===== src/rtl/bus_uart_pkg.sv =====
// Shared definitions for the bus-attached UART transmitter: register map,
// STATUS bit positions and the transmit state encoding.
package bus_uart_pkg;

  localparam logic [1:0] REG_TXDATA   = 2'd0;
  localparam logic [1:0] REG_STATUS   = 2'd1;
  localparam logic [1:0] REG_BAUDDIV  = 2'd2;
  localparam logic [1:0] REG_UNMAPPED = 2'd3;

  localparam int unsigned STATUS_FULL     = 0;
  localparam int unsigned STATUS_EMPTY    = 1;
  localparam int unsigned STATUS_BUSY     = 2;
  localparam int unsigned STATUS_OVERFLOW = 3;

  typedef enum logic [1:0] {
    ST_IDLE,
    ST_START,
    ST_DATA,
    ST_STOP
  } tx_state_e;

endpackage


===== src/rtl/bus_uart_fifo.sv =====
// Byte FIFO for the UART transmit path; power-of-two depth so the pointers
// wrap on their own. A push into a full FIFO is accepted only alongside a pop.
module bus_uart_fifo #(
  parameter int unsigned Depth = 8,
  parameter int unsigned Width = 8
) (
  input  logic                     clk_i,
  input  logic                     rst_i,
  input  logic                     push,
  input  logic                     pop,
  input  logic [Width-1:0]         wdata,
  output logic [Width-1:0]         rdata,
  output logic                     full,
  output logic                     empty,
  output logic [$clog2(Depth):0]   count
);

  localparam int unsigned PtrW = $clog2(Depth);
  localparam logic [PtrW:0] CountFull = (PtrW + 1)'(Depth);

  logic [Width-1:0] mem [Depth];
  logic [PtrW-1:0]  wr_ptr;
  logic [PtrW-1:0]  rd_ptr;
  logic             do_push;
  logic             do_pop;

  assign empty   = (count == '0);
  assign full    = (count == CountFull);
  assign do_pop  = pop & ~empty;
  assign do_push = push & (~full | do_pop);
  assign rdata   = mem[rd_ptr];

  always_ff @(posedge clk_i) begin
    if (do_push) begin
      mem[wr_ptr] <= wdata;
    end
  end

  always_ff @(posedge clk_i) begin
    if (rst_i) begin
      wr_ptr <= '0;
      rd_ptr <= '0;
      count  <= '0;
    end else begin
      if (do_push) wr_ptr <= wr_ptr + 1'b1;
      if (do_pop)  rd_ptr <= rd_ptr + 1'b1;
      if (do_push && !do_pop) begin
        count <= count + 1'b1;
      end else if (do_pop && !do_push) begin
        count <= count - 1'b1;
      end
    end
  end

endmodule


===== src/rtl/bus_uart_tx.sv =====
// Bus-attached 8N1 UART transmitter: TXDATA/STATUS/BAUDDIV registers, a byte
// FIFO and the serialiser FSM.
//   state | meaning
//   IDLE  | line high, waiting for a byte in the FIFO
//   START | start bit (line low) for one bit time
//   DATA  | eight data bits, LSB first
//   STOP  | stop bit (line high); chains straight into START if more queued
module bus_uart_tx
  import bus_uart_pkg::*;
#(
  parameter int unsigned FifoDepth    = 8,
  parameter logic [15:0] BaudDivReset = 16'd1084
) (
  input  logic        clk_i,
  input  logic        rst_i,
  input  logic        req_i,
  input  logic        we_i,
  input  logic [3:0]  be_i,
  input  logic [31:0] addr_i,
  input  logic [31:0] wdata_i,
  output logic        gnt_o,
  output logic        rvalid_o,
  output logic [31:0] rdata_o,
  output logic        err_o,
  output logic        tx_o
);

  logic [1:0]  reg_sel;
  logic        wr_txdata;
  logic        wr_ovf_clr;
  logic        wr_baud_lo;
  logic        wr_baud_hi;
  logic [15:0] baud_div;
  logic        overflow;
  logic        busy;
  logic [3:0]  status_bits;
  logic [31:0] rd_mux;

  logic                        fifo_pop;
  logic                        fifo_full;
  logic                        fifo_empty;
  logic [7:0]                  fifo_rdata;
  logic [$clog2(FifoDepth):0]  fifo_count;
  logic                        push_rejected;

  tx_state_e   state, state_next;
  logic [15:0] cnt, cnt_next;
  logic [2:0]  bit_idx, bit_next;
  logic [7:0]  shift_q, shift_next;
  logic        tx_next;
  logic        bit_done;

  logic unused_bits;
  assign unused_bits = ^{addr_i[31:4], addr_i[1:0], be_i[3:2], wdata_i[31:16], fifo_count};

  assign gnt_o   = req_i;
  assign reg_sel = addr_i[3:2];

  assign wr_txdata  = req_i & we_i & (reg_sel == REG_TXDATA) & be_i[0];
  assign wr_ovf_clr = req_i & we_i & (reg_sel == REG_STATUS) & be_i[0] & wdata_i[STATUS_OVERFLOW];
  assign wr_baud_lo = req_i & we_i & (reg_sel == REG_BAUDDIV) & be_i[0];
  assign wr_baud_hi = req_i & we_i & (reg_sel == REG_BAUDDIV) & be_i[1];

  assign push_rejected = wr_txdata & fifo_full & ~fifo_pop;
  assign busy          = (state != ST_IDLE);

  assign status_bits = {overflow, busy, fifo_empty, fifo_full};

  bus_uart_fifo #(
    .Depth (FifoDepth),
    .Width (8)
  ) u_fifo (
    .clk_i (clk_i),
    .rst_i (rst_i),
    .push  (wr_txdata),
    .pop   (fifo_pop),
    .wdata (wdata_i[7:0]),
    .rdata (fifo_rdata),
    .full  (fifo_full),
    .empty (fifo_empty),
    .count (fifo_count)
  );

  always_comb begin
    rd_mux = '0;
    case (reg_sel)
      REG_STATUS:  rd_mux[3:0]  = status_bits;
      REG_BAUDDIV: rd_mux[15:0] = baud_div;
      default:     rd_mux       = '0;
    endcase
  end

  always_ff @(posedge clk_i) begin
    if (rst_i) begin
      rvalid_o <= 1'b0;
      err_o    <= 1'b0;
      rdata_o  <= '0;
      overflow <= 1'b0;
      baud_div <= BaudDivReset;
    end else begin
      rvalid_o <= req_i;
      err_o    <= req_i & (reg_sel == REG_UNMAPPED);
      rdata_o  <= (req_i && !we_i) ? rd_mux : '0;
      // a rejected push wins over a clear landing in the same cycle
      if (push_rejected) begin
        overflow <= 1'b1;
      end else if (wr_ovf_clr) begin
        overflow <= 1'b0;
      end
      if (wr_baud_lo) baud_div[7:0]  <= wdata_i[7:0];
      if (wr_baud_hi) baud_div[15:8] <= wdata_i[15:8];
    end
  end

  assign bit_done = (cnt == 16'd0);

  // the bit-time reload reads baud_div live, so a new divisor applies at the next boundary
  always_comb begin
    state_next = state;
    cnt_next   = cnt;
    bit_next   = bit_idx;
    shift_next = shift_q;
    tx_next    = tx_o;
    fifo_pop   = 1'b0;
    unique case (state)
      ST_IDLE: begin
        tx_next = 1'b1;
        if (!fifo_empty) begin
          fifo_pop   = 1'b1;
          shift_next = fifo_rdata;
          cnt_next   = baud_div;
          state_next = ST_START;
          tx_next    = 1'b0;
        end
      end
      ST_START: begin
        if (bit_done) begin
          state_next = ST_DATA;
          cnt_next   = baud_div;
          bit_next   = 3'd0;
          tx_next    = shift_q[0];
        end else begin
          cnt_next = cnt - 16'd1;
        end
      end
      ST_DATA: begin
        if (bit_done) begin
          cnt_next = baud_div;
          if (bit_idx == 3'd7) begin
            state_next = ST_STOP;
            tx_next    = 1'b1;
          end else begin
            bit_next   = bit_idx + 3'd1;
            shift_next = {1'b0, shift_q[7:1]};
            tx_next    = shift_q[1];
          end
        end else begin
          cnt_next = cnt - 16'd1;
        end
      end
      ST_STOP: begin
        if (bit_done) begin
          if (!fifo_empty) begin
            fifo_pop   = 1'b1;
            shift_next = fifo_rdata;
            cnt_next   = baud_div;
            state_next = ST_START;
            tx_next    = 1'b0;
          end else begin
            state_next = ST_IDLE;
            tx_next    = 1'b1;
          end
        end else begin
          cnt_next = cnt - 16'd1;
        end
      end
      default: begin
        state_next = ST_IDLE;
        tx_next    = 1'b1;
      end
    endcase
  end

  always_ff @(posedge clk_i) begin
    if (rst_i) begin
      state   <= ST_IDLE;
      cnt     <= '0;
      bit_idx <= '0;
      shift_q <= '0;
      tx_o    <= 1'b1;
    end else begin
      state   <= state_next;
      cnt     <= cnt_next;
      bit_idx <= bit_next;
      shift_q <= shift_next;
      tx_o    <= tx_next;
    end
  end

endmodule

===== config.mk =====
export PLATFORM = sky130hd
export DESIGN_NAME = bus_uart_tx
export DESIGN_NICKNAME = d
export VERILOG_FILES = /design/src/rtl/bus_uart_pkg.sv /design/src/rtl/bus_uart_fifo.sv /design/src/rtl/bus_uart_tx.sv
export SDC_FILE = /design/constraint.sdc
export NUM_CORES = 1
export LEC_CHECK = 0
export ABC_AREA = 1
export BUFFER_PORTS_ARGS = -buffer_cell sky130_fd_sc_hd__buf_4
export CELL_PAD_IN_SITES_DETAIL_PLACEMENT = 1
export CELL_PAD_IN_SITES_GLOBAL_PLACEMENT = 2
export CORE_UTILIZATION = 34
export CTS_CLUSTER_DIAMETER = 80
export DETAILED_ROUTE_END_ITERATION = 10
export PLACE_DENSITY_LB_ADDON = 0.1
export SYNTH_ARGS = -nofsm -noshare
export SYNTH_HDL_FRONTEND = slang
export SYNTH_SLANG_ARGS = --single-unit

===== constraint.sdc =====
create_clock -name clk_i -period 2.9 [get_ports clk_i]
set_input_delay 0.435 -clock clk_i [delete_from_list [all_inputs] [get_ports clk_i]]
set_output_delay 0.435 -clock clk_i [all_outputs]
set_load 0.005 [all_outputs]

## Word level (Yosys, flattened, before mapping)

Memory sizes are Yosys's and may differ from the RTL's. A register that Yosys moved wholly into a read port is not among the register bits.
Index checks and enable logic that the tools add are counted.

- Register bits: 91
- Memory bits (writable): 64
- Bits of input ports: 72
- Output and inout bits: 36
- Word-level logic and storage cells: 117
- Memories kept: 1

- Add/sub/neg operators: 6
- Equal/unequal tests: 14
- Mux-type cells: 38
- Bitwise logic cells: 20
- Reduce and logical (&&, ||, !) cells: 22

Memories:

| name | words | bits a word | read ports | clocked after memory_dff | write ports | line | source |
|---|---|---|---|---|---|---|---|
| u_fifo.mem | 8 | 8 | 1 | 1 | 1 | bus_uart_fifo.sv:21 | `logic [Width-1:0] mem [Depth];` |

Operator list:

| operator | count |
|---|---|
| two-way mux 16 bit | 3 |
| one-hot mux 16 bit (3 select lines) | 1 |
| two-way mux 8 bit | 4 |
| one-hot mux 8 bit (3 select lines) | 1 |
| logical NOT 16 bit | 1 |
| subtractor 16 x 1 -> 16 bit, second input constant | 1 |
| two-way mux 3 bit | 5 |
| AND 1 bit | 14 |
| two-way mux 1 bit | 12 |
| != test 2 bit, second input constant | 6 |
| two-way mux 2 bit | 5 |
| adder 3 x 1 -> 3 bit, second input constant | 3 |
| == test 2 bit, second input constant | 4 |
| two-way mux 4 bit | 2 |
| one-hot mux 2 bit (4 select lines) | 1 |
| one-hot mux 4 bit (2 select lines) | 1 |
| AND reduction 4 bit | 2 |
| nonzero test 2 bit | 4 |
| one-hot mux 3 bit (2 select lines) | 1 |
| inverter 1 bit | 5 |
| AND reduction 5 bit | 1 |
| adder 4 x 1 -> 4 bit, second input constant | 1 |
| == test 2 x 1 -> 1 bit, second input constant | 2 |
| == test 4 bit, second input constant | 1 |
| 13 further kinds | 19 |

## Logic depth before layout (Yosys ltp)

- Word-level depth: 11
- Mapped depth: 19

## By module

Synthesis repeated with hierarchy kept, for this count alone.

- Cell total of the unflattened synthesis: 908
- Area, all modules: 7,228.2 sq um

Modules (own cells, without submodules):

| module | times used | cells an instance | area each (sq um) |
|---|---|---|---|
| bus_uart_tx | 1 | 593 | 3,888.7 |
| bus_uart_fifo | 1 | 315 | 3,339.5 |

## Worst setup path after synthesis

OpenSTA, ideal clock, no wires.

- Kind: register to register
- Start: register state[0]
- End: register u_fifo.count[3]
- Library setup time: 0.113 ns
- Arrival: 2.395 ns
- Data required time: 2.787 ns
- Path slack: 0.392 ns
- Cell stages (with the launch flop): 18
- Path buffers: 1
- Period minus slack after synthesis: 2.508 ns
- Path through: dfxtp_1 > ha_1 > clkbuf_1 > inv_1 > nor2_1 > nand4_1 > nand2_1 > inv_1 > ha_1 > inv_1 > ha_1 > nand2_1 > nand2_1 > a21oi_1 > o21ai_0 > a21o_1 > nor2_1 > nor2_1

- Cells in the longest elaborated chain, start to end: 8

Ends and longest elaborated chain:

| what | line | source |
|---|---|---|
| from (decl) | bus_uart_tx.sv:46 | `tx_state_e state, state_next;` |
| from (signal assigned) | bus_uart_tx.sv:192 | `state <= state_next;` |
| == test 2 bit / logical NOT 2 bit (equally long branches) | bus_uart_tx.sv:125 | `unique case (state)` |
| one-hot mux 1 bit (2 select lines) * | bus_uart_tx.sv:125 |  |
| AND 1 bit * | bus_uart_fifo.sv:29 | `assign do_pop = pop & ~empty;` |
| bitwise OR 1 bit | bus_uart_fifo.sv:30 | `assign do_push = push & (~full \| do_pop);` |
| AND 1 bit | bus_uart_fifo.sv:30 |  |
| logical NOT 1 bit | bus_uart_fifo.sv:49 | `end else if (do_pop && !do_push) begin` |
| logical AND 1 bit | bus_uart_fifo.sv:49 |  |
| nonzero test 2 bit (no line) | n/a |  |
| to (signal assigned) | bus_uart_fifo.sv:48 | `count <= count + 1'b1;` |
| to (signal assigned) | bus_uart_fifo.sv:50 | `count <= count - 1'b1;` |
| to (decl) | bus_uart_fifo.sv:15 | `output logic [$clog2(Depth):0] count` |

Mark *: on every way between the ends. The rest lies on a longest branch, timed or not.
A chain may end at the register's enable or synchronous reset.

## Worst setup path after layout

- Start: register cnt[0]
- End: register u_fifo.count[3]

- Cells in the longest elaborated chain, start to end: 9

Ends and longest elaborated chain:

| what | line | source |
|---|---|---|
| from (decl) | bus_uart_tx.sv:47 | `logic [15:0] cnt, cnt_next;` |
| from (signal assigned) | bus_uart_tx.sv:193 | `cnt <= cnt_next;` |
| logical NOT 16 bit * | bus_uart_tx.sv:115 | `assign bit_done = (cnt == 16'd0);` |
| two-way mux 1 bit * | bus_uart_tx.sv:162 | `if (bit_done) begin` |
| one-hot mux 1 bit (2 select lines) * | bus_uart_tx.sv:125 |  |
| AND 1 bit * | bus_uart_fifo.sv:29 |  |
| bitwise OR 1 bit * | bus_uart_fifo.sv:30 |  |
| AND 1 bit * | bus_uart_fifo.sv:30 |  |
| net u_fifo.do_push | bus_uart_fifo.sv:24 | `logic do_push;` |
| logical NOT 1 bit | bus_uart_fifo.sv:49 |  |
| logical AND 1 bit | bus_uart_fifo.sv:49 |  |
| nonzero test 2 bit (no line) | n/a |  |

The timed path passes the listed nets; every way through them passes the cells marked *.

==> results by group <==
STA
  – Max Clk Rate: 0.380 GHz
  – Min Tclk post-route: 2.63 ns
  – RSZ-0062 raised after global routing: no
  – Worst slew margin: 0.280
  – Accumulated negative setup slack: 0 ns
  – Final setup vio count: 0
  – Slew @ Worst Pin: 1.08 ns
  – Max-slew violations: 0
  – Final-report hold violation count: 0
  – Fin crit share: 0.907
  – Worst clock skew: 0.0130 ns

Final layout
  – Register Area: 3490 um^2
  – Utilization after layout: 0.413
  – # diodes: 0
  – Layout Nets: 993
  – Final instance count without filler cells: 1180
  – Area grow syn2layout: 17.4%
  – Area of the multi-input gates: 2930 um^2
  – Fillcell total: 2384
  – Layout cells sized above 1: 0.165

Floorplan
  – Initial Util: 0.352
  – Die ar.: 21100 um^2
  – Die width: 145 um
  – Top Ports: 108
  – Core Area: 19800 um^2
  – Site Rows: 51
  – Die Y: 145 um

Logic synthesis
  – Mapped Area: 6970 um^2
  – Register area share after synthesis: 0.500
  – Syn Inst Count: 848
  – Synth area leader: edfxtp_1
  – Yosys top cell area share: 0.276
  – Post-Syn Area per Cell: 8.22 um^2
  – Top cells by area, synth: edfxtp_1, dfxtp_1, nand2_1, o21ai_0, inv_1
  – Synth warn: 0
  – Seq cells post-synth: 142
  – Synth cell types: 41

Global routing
  – Initial antenna violation count: 0
  – Grt total ovfl: 0
  – Vias in the first global route: 6171
  – Pin count of the biggest net entering global routing: 33
  – First-pass GRT wire length: 32600 um
  – Tot GR Track Use: 0.199

Route
  – Drt total wl: 20100 um
  – DRC viols: 0
  – WL per Instance: 17.0 um
  – DR iter-0 viols: 234
  – DR vias/cell: 4.94
  – Number of nets still failing antenna checks after routing: 0
  – DR vias: 5827
  – First-pass iteration count of the detailed router: 4

Pwr
  – Total Power: 7.66 mW
  – Leak Pwr: 3.49 nW
  – Power Density: 936 nW/um^2
  – Maximum VDD drop: 0.414 mV

Worst setup path
  – Worst setup path startpoint: cnt[0]$_SDFF_PP0_
  – Launching point of the worst reg2reg path: cnt[0]$_SDFF_PP0_
  – Critical Path RT: 3.27 ns
  – Worst Setup End Kind: flip-flop
  – Type of element launching the critical path: flip-flop
  – Crit path max fanout: 3
  – Crit path kind: flip-flop to flip-flop
  – Worst path arrival time: 3.00 ns

Hold path
  – Startpoint of the worst hold path: wdata_i[10]
  – HP Class: input pin to flip-flop

CTS
  – CTS tree: yes
  – Clock slew at reported path FFs: 0.07 ns
  – Clock latency reported for the late side of the worst-skew pair: 0.43 ns
  – H-tree Lvls: 4
  – TritonCTS Buffers: 17
  – Clock Tree Root: clkbuf_16
  – Clock sink total: 142
  – Hold_buf cts: 0
  – Clock Tree Buf Depth: 2

Status
  – Outcome: finished, final reports clean

Job
  – Maxcap violations: 0

Place
  – Inst Count DP: 1143
  – DP HPWL: 14200 um
  – Port buffer count: 43
  – Final GP Congestion: 0.791
[synthesized netlist by cell type (all sizes together)]
cell	instances
nand3b	2
a22oi	1
o22ai	5
inv	90
nand3	66
edfxtp	64
buf	32
o211ai	13
a21o	1
nand4	5
xor2	5
or2	4
o21ai	89
nor2	99
o21a	1
clkbuf	20
fa	1
ha	18
dfxtp	78
a21oi	57
nand2	192
conb	1
nor3	3
o221ai	1
[logic make-up after synthesis]
family          synth area share
compound gates             0.135
fa+ha+maj                 0.0352
simple gates               0.232
xor+xnor                 0.00629
buf+inv                   0.0903
flops                      0.500
other cells             0.000538
[path summary, 6_finish.rpt]
| check | endpoint | slack (ns) | cells past startpoint |
|---|---|---|---|
| worst min-delay path | baud_div[10]$_SDFFE_PP1P_ | 0.22 | 3 |
| worst max register to register | u_fifo.count[3]$_SDFFE_PP0P_ | 0.27 | 19 |
| worst min register to register | rdata_o[3]$_SDFF_PP0_ | 0.48 | 2 |
| worst max-delay path | u_fifo.count[3]$_SDFFE_PP0P_ | 0.27 | 19 |
[layer usage]
| layer | vias to the layer above | global-route usage | part of all wire |
|---|---|---|---|
| li1 | 2871 | - | - |
| met1 | 2842 | 0.266 | 0.48 |
| met2 | 90 | 0.327 | 0.47 |
| met3 | 24 | 0.0346 | 0.035 |
| met4 | 0 | 0.0616 | 0.014 |
| met5 | - | 0 | 0 |
[report_power, final]
group | switching (mW) | internal [mW] | total (mW)
Combinational | 2.08 | 1.05 | 3.13
Clock | 0.951 | 1.12 | 2.07
Sequential | 0.180 | 2.28 | 2.46
Total | 3.21 | 4.45 | 7.66
[metrics by stage]
stage,setup WS (ns),hold slack (ns),cell area [um^2]
global route,0.0112,0.260,8180
finish,0.271,0.224,8180
CTS,0.0235,0.208,8120
global placement,0.201,0.448,7570
detailed placement,0.0559,0.465,7570
floorplan,0.392,0.433,7020
[what timing repair did]
action                                  4_1_cts  5_1_grt
endpoints found under the setup margin        0        1
gates resized for setup                       0        7
setup buffers                                 0        5
[layout make-up]
| class | instances | share of cell area |
|---|---|---|
| multi-input combinational | 579 | 0.358 |
| clock buffer | 17 | 0.0520 |
| inverter | 90 | 0.0413 |
| tap | 265 | 0.0405 |
| timing repair buffer | 72 | 0.0661 |
| sequential | 142 | 0.426 |
| clock inverter | 15 | 0.0155 |
[critical path, cell delays in order (launching register included)]
cell and delay [ns]:
dfxtp_1 0.33, inv_1 0.10, ha_2 0.20, nand2_1 0.09, nor2_4 0.13, nand4_1 0.19, nand3_2 0.14, nand2_1 0.09
inv_2 0.08, ha_4 0.13, inv_1 0.07, ha_1 0.28, nand2_1 0.07, nand2_1 0.06, a21oi_2 0.13, o21ai_0 0.09
a21o_1 0.17, nand2_1 0.06, nand2_1 0.04, nor2_1 0.11
[flip-flops by register name (all words and copies together), names as in the netlist, named ones only]
register,count
u_fifo.mem,64
baud_div,16
cnt,16
rdata_o,16
shift_q,8
u_fifo.count,4
bit_idx,3
u_fifo.rd_ptr,3
u_fifo.wr_ptr,3
state,2
err_o,1
overflow,1
rvalid_o,1
tx_o,1
[cells in the final DEF, fill, tap and decap left out, types with 4 or more instances in the layout]
cell type / instances
nand3_1: 64
o21ai_1: 4
o211ai_1: 11
nor2_1: 85
nand4_1: 5
xor2_1: 5
nor2_4: 5
clkbuf_16: 17
a21oi_1: 49
ha_1: 16
dfxtp_1: 76
edfxtp_1: 64
a21oi_2: 7
nand2_2: 9
inv_1: 88
nand2_1: 181
inv_8: 4
buf_4: 72
conb_1: 16
nor2_2: 9
o21ai_0: 83
inv_6: 4
o22ai_1: 5
(Power assumes the default switching activity.)
